==> config.mk <==
export PLATFORM = sky130hd
export DESIGN_NAME = pit_wb_master_flat
export DESIGN_NICKNAME = d
export VERILOG_FILES = /design/src/rtl/pit_wb_master_if.sv /design/src/rtl/pit_wb_master.sv /design/src/flat_wrapper.sv
export SDC_FILE = /design/constraint.sdc
export NUM_CORES = 1
export LEC_CHECK = 0
export CORE_AREA = 2 2 69 71
export CTS_BUF_LIST = sky130_fd_sc_hd__clkbuf_2 sky130_fd_sc_hd__clkbuf_4 sky130_fd_sc_hd__clkbuf_8
export DETAILED_ROUTE_END_ITERATION = 10
export DIE_AREA = 0 0 71 73
export GPL_ROUTABILITY_DRIVEN = 0
export PLACE_DENSITY = 0.8
export SETUP_SLACK_MARGIN = 0.5
export SLEW_MARGIN = 20
export SYNTH_ARGS = -nofsm -noshare
export SYNTH_HDL_FRONTEND = slang
export SYNTH_SLANG_ARGS = --single-unit
==> constraint.sdc <==
create_clock -name wb_clk_i -period 4.18 [get_ports wb_clk_i]
set_input_delay 1.045 -clock wb_clk_i [delete_from_list [all_inputs] [get_ports wb_clk_i]]
set_output_delay 1.045 -clock wb_clk_i [all_outputs]
set_load 0.03 [all_outputs]
==> src/rtl/pit_wb_master_if.sv <==
// Command, response and Wishbone signals of the PIT bus initiator.
interface pit_wb_master_if #(
    parameter int unsigned DWIDTH = 16,
    parameter int unsigned AWIDTH = 3
);
    // Command handshake
    logic              cmd_valid_i;
    logic              cmd_ready_o;
    logic              cmd_we_i;
    logic [AWIDTH-1:0] cmd_adr_i;
    logic [DWIDTH-1:0] cmd_dat_i;
    logic [1:0]        cmd_sel_i;
    // Response handshake
    logic              rsp_valid_o;
    logic              rsp_ready_i;
    logic [DWIDTH-1:0] rsp_dat_o;
    logic              rsp_err_o;
    // Wishbone classic
    logic              wb_cyc_o;
    logic              wb_stb_o;
    logic              wb_we_o;
    logic [AWIDTH-1:0] wb_adr_o;
    logic [DWIDTH-1:0] wb_dat_o;
    logic [1:0]        wb_sel_o;
    logic [DWIDTH-1:0] wb_dat_i;
    logic              wb_ack_i;
    // Status
    logic              busy_o;

    // Initiator view
    modport master (
        input  cmd_valid_i, cmd_we_i, cmd_adr_i, cmd_dat_i, cmd_sel_i,
        output cmd_ready_o,
        output rsp_valid_o, rsp_dat_o, rsp_err_o,
        input  rsp_ready_i,
        output wb_cyc_o, wb_stb_o, wb_we_o, wb_adr_o, wb_dat_o, wb_sel_o,
        input  wb_dat_i, wb_ack_i,
        output busy_o
    );

    // Requester / target view
    modport slave (
        output cmd_valid_i, cmd_we_i, cmd_adr_i, cmd_dat_i, cmd_sel_i,
        input  cmd_ready_o,
        input  rsp_valid_o, rsp_dat_o, rsp_err_o,
        output rsp_ready_i,
        input  wb_cyc_o, wb_stb_o, wb_we_o, wb_adr_o, wb_dat_o, wb_sel_o,
        output wb_dat_i, wb_ack_i,
        input  busy_o
    );
endinterface

==> src/rtl/pit_wb_master.sv <==
// Single-outstanding Wishbone classic initiator for the PIT register bus,
// with an ack timeout that turns a silent target into an error response.
module pit_wb_master #(
    parameter int unsigned DWIDTH  = 16,
    parameter int unsigned AWIDTH  = 3,
    parameter int unsigned TIMEOUT = 15
) (
    input  logic             wb_clk_i,
    input  logic             wb_rst_i,
    pit_wb_master_if.master  bus
);

    localparam int unsigned CNT_W  = (TIMEOUT < 2) ? 1 : $clog2(TIMEOUT + 1);
    localparam int unsigned T_LAST = (TIMEOUT == 0) ? 0 : TIMEOUT - 1;
    localparam logic        TO_EN  = (TIMEOUT != 0);

    typedef enum logic [1:0] {
        IDLE = 2'd0,
        BUS  = 2'd1,
        RESP = 2'd2
    } state_t;

    state_t            state_q, state_d;
    logic              we_q, we_d;
    logic [AWIDTH-1:0] adr_q, adr_d;
    logic [DWIDTH-1:0] dat_q, dat_d;
    logic [1:0]        sel_q, sel_d;
    logic              stb_q, stb_d;
    logic [CNT_W-1:0]  cnt_q, cnt_d;
    logic              rsp_valid_q, rsp_valid_d;
    logic [DWIDTH-1:0] rsp_dat_q, rsp_dat_d;
    logic              rsp_err_q, rsp_err_d;
    logic              timeout_c;

    // Last permitted strobe cycle without ack
    assign timeout_c = TO_EN && (cnt_q == CNT_W'(T_LAST));

    // Next-state and registered-output decode
    always_comb begin
        state_d     = state_q;
        we_d        = we_q;
        adr_d       = adr_q;
        dat_d       = dat_q;
        sel_d       = sel_q;
        stb_d       = stb_q;
        cnt_d       = cnt_q;
        rsp_valid_d = rsp_valid_q;
        rsp_dat_d   = rsp_dat_q;
        rsp_err_d   = rsp_err_q;
        case (state_q)
            IDLE: begin
                if (bus.cmd_valid_i) begin
                    we_d    = bus.cmd_we_i;
                    adr_d   = bus.cmd_adr_i;
                    sel_d   = bus.cmd_sel_i;
                    dat_d   = bus.cmd_we_i ? bus.cmd_dat_i : '0;
                    stb_d   = 1'b1;
                    cnt_d   = '0;
                    state_d = BUS;
                end
            end
            BUS: begin
                if (bus.wb_ack_i) begin
                    rsp_dat_d   = we_q ? '0 : bus.wb_dat_i;
                    rsp_err_d   = 1'b0;
                    rsp_valid_d = 1'b1;
                    stb_d       = 1'b0;
                    we_d        = 1'b0;
                    dat_d       = '0;
                    state_d     = RESP;
                end else if (timeout_c) begin
                    rsp_dat_d   = '0;
                    rsp_err_d   = 1'b1;
                    rsp_valid_d = 1'b1;
                    stb_d       = 1'b0;
                    we_d        = 1'b0;
                    dat_d       = '0;
                    state_d     = RESP;
                end else begin
                    cnt_d = cnt_q + CNT_W'(1);
                end
            end
            RESP: begin
                if (bus.rsp_ready_i) begin
                    rsp_valid_d = 1'b0;
                    state_d     = IDLE;
                end
            end
            default: begin
                state_d = IDLE;
            end
        endcase
    end

    // State and output registers with synchronous reset
    always_ff @(posedge wb_clk_i) begin
        if (wb_rst_i) begin
            state_q     <= IDLE;
            we_q        <= 1'b0;
            adr_q       <= '0;
            dat_q       <= '0;
            sel_q       <= '0;
            stb_q       <= 1'b0;
            cnt_q       <= '0;
            rsp_valid_q <= 1'b0;
            rsp_dat_q   <= '0;
            rsp_err_q   <= 1'b0;
        end else begin
            state_q     <= state_d;
            we_q        <= we_d;
            adr_q       <= adr_d;
            dat_q       <= dat_d;
            sel_q       <= sel_d;
            stb_q       <= stb_d;
            cnt_q       <= cnt_d;
            rsp_valid_q <= rsp_valid_d;
            rsp_dat_q   <= rsp_dat_d;
            rsp_err_q   <= rsp_err_d;
        end
    end

    // Handshake status decoded straight from the state
    assign bus.cmd_ready_o = (state_q == IDLE);
    assign bus.busy_o      = (state_q != IDLE);

    assign bus.wb_cyc_o    = stb_q;
    assign bus.wb_stb_o    = stb_q;
    assign bus.wb_we_o     = we_q;
    assign bus.wb_adr_o    = adr_q;
    assign bus.wb_dat_o    = dat_q;
    assign bus.wb_sel_o    = sel_q;

    assign bus.rsp_valid_o = rsp_valid_q;
    assign bus.rsp_dat_o   = rsp_dat_q;
    assign bus.rsp_err_o   = rsp_err_q;

endmodule

==> src/flat_wrapper.sv <==
// flat-port wrapper written by rule: the top's interface ports become plain ports
module pit_wb_master_flat 
#(
    parameter int unsigned DWIDTH  = 16,
    parameter int unsigned AWIDTH  = 3,
    parameter int unsigned TIMEOUT = 15
)
  (wb_clk_i, wb_rst_i, bus_cmd_valid_i, bus_cmd_we_i, bus_cmd_adr_i, bus_cmd_dat_i, bus_cmd_sel_i, bus_cmd_ready_o, bus_rsp_valid_o, bus_rsp_dat_o, bus_rsp_err_o, bus_rsp_ready_i, bus_wb_cyc_o, bus_wb_stb_o, bus_wb_we_o, bus_wb_adr_o, bus_wb_dat_o, bus_wb_sel_o, bus_wb_dat_i, bus_wb_ack_i, bus_busy_o);
  pit_wb_master_if #(.DWIDTH(DWIDTH), .AWIDTH(AWIDTH)) bus_i ();
  input  logic wb_clk_i;
  input  logic wb_rst_i;
  input wire logic [$bits(bus_i.cmd_valid_i)-1:0] bus_cmd_valid_i;
  input wire logic [$bits(bus_i.cmd_we_i)-1:0] bus_cmd_we_i;
  input wire logic [$bits(bus_i.cmd_adr_i)-1:0] bus_cmd_adr_i;
  input wire logic [$bits(bus_i.cmd_dat_i)-1:0] bus_cmd_dat_i;
  input wire logic [$bits(bus_i.cmd_sel_i)-1:0] bus_cmd_sel_i;
  output wire logic [$bits(bus_i.cmd_ready_o)-1:0] bus_cmd_ready_o;
  output wire logic [$bits(bus_i.rsp_valid_o)-1:0] bus_rsp_valid_o;
  output wire logic [$bits(bus_i.rsp_dat_o)-1:0] bus_rsp_dat_o;
  output wire logic [$bits(bus_i.rsp_err_o)-1:0] bus_rsp_err_o;
  input wire logic [$bits(bus_i.rsp_ready_i)-1:0] bus_rsp_ready_i;
  output wire logic [$bits(bus_i.wb_cyc_o)-1:0] bus_wb_cyc_o;
  output wire logic [$bits(bus_i.wb_stb_o)-1:0] bus_wb_stb_o;
  output wire logic [$bits(bus_i.wb_we_o)-1:0] bus_wb_we_o;
  output wire logic [$bits(bus_i.wb_adr_o)-1:0] bus_wb_adr_o;
  output wire logic [$bits(bus_i.wb_dat_o)-1:0] bus_wb_dat_o;
  output wire logic [$bits(bus_i.wb_sel_o)-1:0] bus_wb_sel_o;
  input wire logic [$bits(bus_i.wb_dat_i)-1:0] bus_wb_dat_i;
  input wire logic [$bits(bus_i.wb_ack_i)-1:0] bus_wb_ack_i;
  output wire logic [$bits(bus_i.busy_o)-1:0] bus_busy_o;
  assign bus_i.cmd_valid_i = bus_cmd_valid_i;
  assign bus_i.cmd_we_i = bus_cmd_we_i;
  assign bus_i.cmd_adr_i = bus_cmd_adr_i;
  assign bus_i.cmd_dat_i = bus_cmd_dat_i;
  assign bus_i.cmd_sel_i = bus_cmd_sel_i;
  assign bus_cmd_ready_o = bus_i.cmd_ready_o;
  assign bus_rsp_valid_o = bus_i.rsp_valid_o;
  assign bus_rsp_dat_o = bus_i.rsp_dat_o;
  assign bus_rsp_err_o = bus_i.rsp_err_o;
  assign bus_i.rsp_ready_i = bus_rsp_ready_i;
  assign bus_wb_cyc_o = bus_i.wb_cyc_o;
  assign bus_wb_stb_o = bus_i.wb_stb_o;
  assign bus_wb_we_o = bus_i.wb_we_o;
  assign bus_wb_adr_o = bus_i.wb_adr_o;
  assign bus_wb_dat_o = bus_i.wb_dat_o;
  assign bus_wb_sel_o = bus_i.wb_sel_o;
  assign bus_i.wb_dat_i = bus_wb_dat_i;
  assign bus_i.wb_ack_i = bus_wb_ack_i;
  assign bus_busy_o = bus_i.busy_o;
  pit_wb_master #(.DWIDTH(DWIDTH), .AWIDTH(AWIDTH), .TIMEOUT(TIMEOUT)) u_core (.wb_clk_i(wb_clk_i), .wb_rst_i(wb_rst_i), .bus(bus_i));
endmodule
# After elaboration in Yosys (flattened, before gate mapping)
# Cells that the tools add are included.
dict set report totals {
  reg_bits 47
  inputBits 43
  output_inout_bits 44
}
dict set report op_classes {
  n_addsub 1
  n_eq_ne 8
  muxes 27
  n_reduce_logical 11
}
# operator count
set op_table {}
lappend op_table {{16-bit 2-to-1 mux} 6}
lappend op_table {{16-bit one-hot mux with 2 select lines} 1}
lappend op_table {{4-bit 2-to-1 mux} 3}
lappend op_table {{3-bit AND reduction} 3}
lappend op_table {{1-bit 2-to-1 mux} 8}
lappend op_table {{2-bit 2-to-1 mux} 4}
lappend op_table {{2-bit inequality test (second input constant)} 4}
lappend op_table {{4-bit one-hot mux with 2 select lines} 1}
lappend op_table {{2-bit nonzero test} 4}
lappend op_table {{1-bit one-hot mux with 2 select lines} 3}
lappend op_table {{2-bit one-hot mux with 3 select lines} 1}
lappend op_table {{4-bit by 1-bit adder with 4-bit output (second input constant)} 1}
lappend op_table {{4-bit equality test (second input constant)} 1}
lappend op_table {{2-bit AND reduction} 2}
lappend op_table {{4-bit AND reduction} 1}
lappend op_table {{3-bit by 2-bit inequality test with 1-bit output (second input constant)} 1}
lappend op_table {{2-bit by 1-bit equality test with 1-bit output (second input constant)} 1}
lappend op_table {{2-bit equality test (second input constant)} 1}
lappend op_table {{2-bit zero test} 1}

# Longest topological paths before layout
# Gate-level depths: netlist (run 1).
dict set report depth {
  word_depth 4
  depth_mapped 8
  depth_no_buf 6
}

# Worst setup path before layout (run 1)
# OpenSTA, ideal clock, no wires.
dict set report synth_path {
  path_kind {input to register}
  startpoint {in wb_rst_i}
  endpoint {reg u_core.rsp_dat_q[10] (netlist: u_core.bus.rsp_dat_o[10])}
  setup_ns 0.058
  arrival_ns 1.884
  t_required_ns 4.122
  slack_ns 2.238
  stages 4
  path_cell_list {buf_2 -> nor4_4 -> buf_6 -> a22o_2}
}
# element line
set synth_rtl {}
lappend synth_rtl {{start: declaration} flat_wrapper.sv:11} ;# input logic wb_rst_i;
lappend synth_rtl {{end signal: assignment} pit_wb_master.sv:117} ;# rsp_dat_q <= rsp_dat_d;
lappend synth_rtl {{end: declaration} pit_wb_master.sv:31} ;# logic [DWIDTH-1:0] rsp_dat_q, rsp_dat_d;

==> impl_results.md, run 1 <==
- Outcome: complete, no violations
- MaxCap Viol Count: 0
- CTS max path bufs: 2
- Leading area contributor after synthesis: dfxtp_1
- 1st-iter DRT viols: 54
- Setup crit start kind: input pin
- Routed vias/inst: 5.11
- Drt pass-1 iters: 4
- Mapped Cells: 156
- Via count: 1497
- Area delta synth->final: 51.8%
- Static Leak: 1.00 nW
- Pre-CTS setup slack: 1010 ps
- Pin count of the biggest net entering global routing: 20
- CP Data Required Time: 4410 ps
- Slew margin rel.: 32.5%
- Final Skew: 6.94 ps
- All-Layer GR Usage: 16.1%
- Half-perimeter wire length after placement: 3.02 mm
- Combinational share of power: 19.3%
- H-tree depth: 2
- Sequential Power Share: 52.2%
- Clk sinks: 47
- ANT cells: 0
- Pwr/cell area: 343 nW/um^2
- Antenna violations before repair: 0
- Full die area: 5180 um^2
- Internal power: 0.688 mW
- Endpoints failing setup: 0
- Worst Setup End Kind: flip-flop
- Post-synth top area share: 52.9%
- Layout cells sized above 1: 13.0%
- Syn Nets: 201
- Post-synthesis area per instance: 11.4 um^2
- Worst EP arrival: 3090 ps
- DRC viols: 0
- Top-Level Pins: 87
- Yosys warns: 0
- Pins Over Slew Limit: 0
- Setup TNS: 0 ps
- Initial Util: 39.2%
- Post-route ant nets: 0
- Die width: 71 um
- Min Hold Slack: 459 ps
- Post-synthesis simple-gate area fraction: 15.0%
- Sw Share: 25.7%
- XOR/XNOR share of the synthesized area: 0%
- Core Footprint: 4540 um^2
- Seq/Total Area, Yosys: 52.9%
- Total detailed-routing wirelength: 4.05 mm
- Setup WS post-layout: 1310 ps
- Vias in the first global route: 1430
- First-pass GRT wire length: 6.67 mm
- Complex-gate fraction of the synthesized area: 24.5%
- Number of synthesized register bits: 47
- Cell Rows: 25
- Root buf cell: clkbuf_8
- Critical path fanouts, max: 19
- CTS tree: yes
- Reg clk slew, reported paths: 80 ps
- Post-synth cell types: 38
- Grt total ovfl: 0
- Worst Path Class, Setup: input pin to flip-flop
- Layout Nets: 284
- Worst skew pair latency: 280 ps
- Hold Path Class: flip-flop to flip-flop
- Largest family of logic cells by synthesized area: compound AO/OA/AOI/OAI gates
- CTS resizes: 0
- Total CTS buffers: 5
- Post-CTS setup buffer count: 0
- Max Clk Rate: 349 MHz
- RSZ-0062 raised after global routing: false
- Port buffer count: 86
- Clk pwr share: 28.5%
- Top post-synthesis cells by area: dfxtp_1, a22o_1, a22o_2
- Routed len/inst: 13.8 um
- Slew @ Worst Pin: 1010 ps
- Post-Synth Adder-Cell Area: 1.41%
- Worst vdd ir: 0.206 mV
- Die height: 73 um
- Final hold vios: 0
- Final min period: 2870 ps
- Mapped Area: 1780 um^2
- Tcrit/Tclk final: 68.6%
- # hold bufs at CTS: 0
- Mux contribution to synthesized area: 0%
- Sw Pwr: 0.237 mW
-- Yosys cell counts (all sizes together) --
cell	instances
dfxtp	47
a22o	32
nand2	14
a21oi	12
buf	10
nor2	7
inv	4
nand2b	3
nor2b	3
nor4	3
a31oi	2
ha	2
nand3	2
nor3b	2
o211ai	2
o21ai	2
a211oi	1
a21o	1
a221o	1
a311oi	1
and3	1
nand3b	1
nor3	1
or3b	1
or4	1
-- registers in the layout, indices dropped and copies added (netlist names), 2 cells and up --
register              cells
u_core.bus.rsp_dat_o     16
u_core.bus.wb_adr_o       3
u_core.bus.wb_dat_o      16
u_core.bus.wb_sel_o       2
u_core.cnt_q              4
u_core.state_q            2
-- routing by layer --
metal | GRT usage, % | vias up | part of all wire (%) | routed length [um]
met2 | 25.0 | 62 | 46 | 1840
met1 | 21.6 | 698 | 46 | 1850
li1 | - | 733 | - | -
met5 | 0 | - | 0 | 0
met3 | 5.66 | 4 | 8.2 | 331
met4 | 3.98 | 0 | 0.67 | 27
-- power groups by stage --
stage	clock, mW	combinational, mW	sequential, mW
floorplan	0	0.0699	0.521
global placement	0	0.178	0.492
detailed placement	0	0.180	0.493
CTS	0.276	0.181	0.482
global route	0.293	0.191	0.486
finish	0.264	0.179	0.483
-- metrics by stage --
stage,total power [mW],instance area [um^2],util (%),instances
5_1_grt,0.970,2700,59.5,293
3_3_place_gp,0.670,2610,57.6,286
2_1_floorplan,0.591,1780,-,156
6_report,0.925,2700,59.5,293
4_1_cts,0.939,2700,59.5,293
3_5_place_dp,0.672,2610,57.6,286
-- critical path: stages --
cell             delay, ps
clkdlybuf4s50_1        800
nor2b_1                970
a22o_2                 270
-- area by class of cell --
cell class	instances	area (um^2)
fillers	384	1840
inverters	4	15.0
clock inverters	1	5.00
clock buffers	6	82.6
well taps	54	67.6
flip-flops and latches	47	941
multi-input cells	95	728
repair buffers	86	861
-- final timing paths --
kind | to | slack [ps] | start | cells past startpoint
worst max register to register | u_core.bus.rsp_dat_o[0] | 1880 | u_core.cnt_q[0] | 6
worst max-delay path | u_core.bus.rsp_dat_o[0] | 1310 | wb_rst_i | 3
worst min register to register | u_core.bus.wb_sel_o[1] | 460 | u_core.bus.wb_sel_o[1] | 2
worst min-delay path | u_core.bus.wb_sel_o[1] | 460 | u_core.bus.wb_sel_o[1] | 2
-- cells by family (layout without fill, tap and decap cells) --
| group | Yosys count | count (layout) |
|---|---|---|
| AO/OA/AOI/OAI | 54 | 54 |
| adder cells (fa/ha/maj) | 2 | 2 |
| buffers and inverters | 14 | 97 |
| flip-flops | 47 | 47 |
| AND/OR/NAND/NOR | 39 | 39 |
-- placed cells by master (no fill, tap or decap), drive strengths merged, types with 3 or more instances in the layout --
cell type / netlist / layout
clkdlybuf4s50: 0 / 86
a21oi: 12 / 12
nor2b: 3 / 3
a22o: 32 / 32
nand2b: 3 / 3
nor4: 3 / 3
clkbuf: 0 / 6
inv: 4 / 4
dfxtp: 47 / 47
nand2: 14 / 14
nor2: 7 / 7
Power figures use the tool's default switching activity.
==> inputs of run 2 (changes only) <==
==> constraint.sdc (replaced) <==
create_clock -name wb_clk_i -period 2.7 [get_ports wb_clk_i]
set_input_delay 0.675 -clock wb_clk_i [delete_from_list [all_inputs] [get_ports wb_clk_i]]
set_output_delay 0.675 -clock wb_clk_i [all_outputs]
set_load 0.03 [all_outputs]
==> run 2 against run 1 <==
Clock-buffer cell count down 1. Critical path depth down 2. Sequential cell count unchanged. Worst hold slack worse by 2.9 ps. Total power up 56%. Core utilization up 0.86 points. Setup slack worse by 730 ps. Cell count up 1.7%. Combinational power up 60%. Clock skew down 3.6 ps. First-iteration DRC count down 26%. Highest routed layer unchanged.
==> impl_results.md, run 2 (synthesis results as in run 1) <==
- CTS max path bufs: 2 (unchanged)
- Most common cell after layout, fill and taps aside: clkdlybuf4s50_1 (unchanged)
- Layout Nets: 288 (was 284)
- 1st-iter DRT viols: 40 (was 54)
- Top-Level Pins: 87 (unchanged)
- H-tree depth: 2 (unchanged)
- Static Leak: 1.03 nW (was 1.00 nW)
- All-Layer GR Usage: 15.8% (was 16.1%)
- Combinational share of power: 19.9% (was 19.3%)
- Endpoints failing setup: 0 (unchanged)
- Die width: 71 um (unchanged)
- CP peak stage delay: 710 ps (was 970 ps)
- Setup TNS: 0 ps (unchanged)
- Die height: 73 um (unchanged)
- Worst R2R Start: u_core.cnt_q[0] (unchanged)
- Fin util: 60.4% (was 59.5%)
- Slew @ Worst Pin: 693 ps (was 1010 ps)
- Clk pwr share: 28.6% (was 28.5%)
- Worst vdd ir: 0.263 mV (was 0.206 mV)
- Worst EP arrival: 1440 ps (was 3090 ps)
- Routed vias/inst: 5.08 (was 5.11)
- Hold Path Class: flip-flop to flip-flop (unchanged)
- Multi-input gate area: 731 um^2 (was 728 um^2)
- Sw Share: 27.3% (was 25.7%)
- RSZ-0062 raised after global routing: false (unchanged)
- Worst Path Class, Setup: flip-flop to output port (was input pin to flip-flop)
- CTS tree: yes (unchanged)
- Total detailed-routing wirelength: 4.16 mm (was 4.05 mm)
- Half-perimeter wire length after placement: 2.96 mm (was 3.02 mm)
- ANT cells: 0 (unchanged)
- Root buf cell: clkbuf_8 (unchanged)
- Pwr/cell area: 526 nW/um^2 (was 343 nW/um^2)
- Routed len/inst: 14.0 um (was 13.8 um)
- Crit path launch: u_core.bus.wb_we_o (was wb_rst_i)
- Drt pass-1 iters: 4 (unchanged)
- Critical path cell sequence: clkdlybuf4s50_1 (was clkdlybuf4s50_1 -> nor2b_1 -> a22o_2)
- DRC viols: 0 (unchanged)
- Sequential Power Share: 51.6% (was 52.2%)
- Pin count of the biggest net entering global routing: 19 (was 20)
- Critical path fanouts, max: 3 (was 19)
- Via count: 1515 (was 1497)
- Pins Over Slew Limit: 0 (unchanged)
- Final Skew: 3.33 ps (was 6.94 ps)
- Vias in the first global route: 1377 (was 1430)
- Post-CTS setup buffer count: 0 (unchanged)
- Final hold vios: 0 (unchanged)
- Slew margin rel.: 53.6% (was 32.5%)
- Layout cells sized above 1: 15.6% (was 13.0%)
- MaxCap Viol Count: 0 (unchanged)
- Setup crit start kind: flip-flop (was input pin)
- Sw Pwr: 0.393 mW (was 0.237 mW)
- Tcrit/Tclk final: 78.2%
- Min-delay src: u_core.bus.wb_sel_o[1] (unchanged)
- Internal power: 1.05 mW (was 0.688 mW)
- CP Data Required Time: 2030 ps (was 4410 ps)
- Final min period: 2110 ps
- Core Footprint: 4540 um^2 (unchanged)
- Max Clk Rate: 473 MHz
- Area delta synth->final: 53.9% (was 51.8%)
- Full die area: 5180 um^2 (unchanged)
- Post-route ant nets: 0 (unchanged)
- Worst skew pair latency: 290 ps (was 280 ps)
- Port buffer count: 86 (unchanged)
- Worst Setup End Kind: output port (was flip-flop)
- Clk sinks: 47 (unchanged)
- Cell Rows: 25 (unchanged)
- Top delay family on crit path: buffers and inverters (was simple AND/OR/NAND/NOR gates)
- Reg clk slew, reported paths: 80 ps (about the same)
- Total CTS buffers: 5 (unchanged)
- Flip-flop and latch area: 945 um^2 (was 941 um^2)
- Antenna violations before repair: 0 (unchanged)
- Outcome: complete, no violations (unchanged)
- CP max-delay cell: clkdlybuf4s50_1 (was nor2b_1)
- First-pass GRT wire length: 6.45 mm (was 6.67 mm)
- Fill count: 380 (was 384)
- Buf/Inv on CP: 1 (unchanged)
- Most frequent cells in the layout: clkdlybuf4s50_1, dfxtp_1, a22o_1 (unchanged)
- Initial Util: 39.2% (unchanged)
- Grt total ovfl: 0 (unchanged)
run 2: worst paths after layout:
| kind | cells past startpoint | end | slack, ps |
|---|---|---|---|
| worst max register to register | 6 | u_core.bus.rsp_dat_o[10] | 710 |
| worst max-delay path | 1 | bus_wb_we_o | 590 |
| worst min register to register | 2 | u_core.bus.wb_sel_o[1] | 460 |
| worst min-delay path | 2 | u_core.bus.wb_sel_o[1] | 460 |
run 2: timing repair:
action                                  CTS  global route
cloned                                    0             0
gates resized for setup                   3             2
endpoints found under the setup margin   18             1
hold buffers                              0             0
endpoints found under the hold margin     0             0
run 2: final cells by class:
| class | count | share of cell area (%) |
|---|---|---|
| flip-flops and latches | 47 | 34.5 |
| repair buffers | 90 | 32.6 |
| multi-input cells | 95 | 26.7 |
| clock buffers | 5 | 2.51 |
| well taps | 54 | 2.47 |
| clock inverters | 3 | 0.731 |
| inverters | 4 | 0.548 |
run 2: per-layer routing:
layer | GRT usage [%] | vias up | share of wire [%]
met5 | 0 | - | 0
met4 | 6.29 | 0 | 0.77
met3 | 3.87 | 4 | 7.1
met2 | 25.1 | 56 | 46
met1 | 20.6 | 709 | 46
li1 | - | 746 | -
run 2: through the flow:
stage | power, mW | area, um^2 | instances | setup slack [ps] | hold WS [ps]
2_1_floorplan | 0.914 | 1780 | 156 | 1130 | 493
3_3_place_gp | 1.04 | 2640 | 290 | 154 | 442
3_5_place_dp | 1.05 | 2640 | 290 | 101 | 448
4_1_cts | 1.46 | 2730 | 298 | 414 | 459
5_1_grt | 1.51 | 2740 | 298 | 546 | 481
6_report | 1.44 | 2740 | 298 | 588 | 456
run 2: power by group through the flow:
stage	clock, mW	combinational [mW]	sequential (mW)
2_1_floorplan	0	0.108	0.806
3_3_place_gp	0	0.285	0.758
3_5_place_dp	0	0.288	0.759
4_1_cts	0.430	0.288	0.744
5_1_grt	0.456	0.303	0.747
6_report	0.411	0.286	0.743
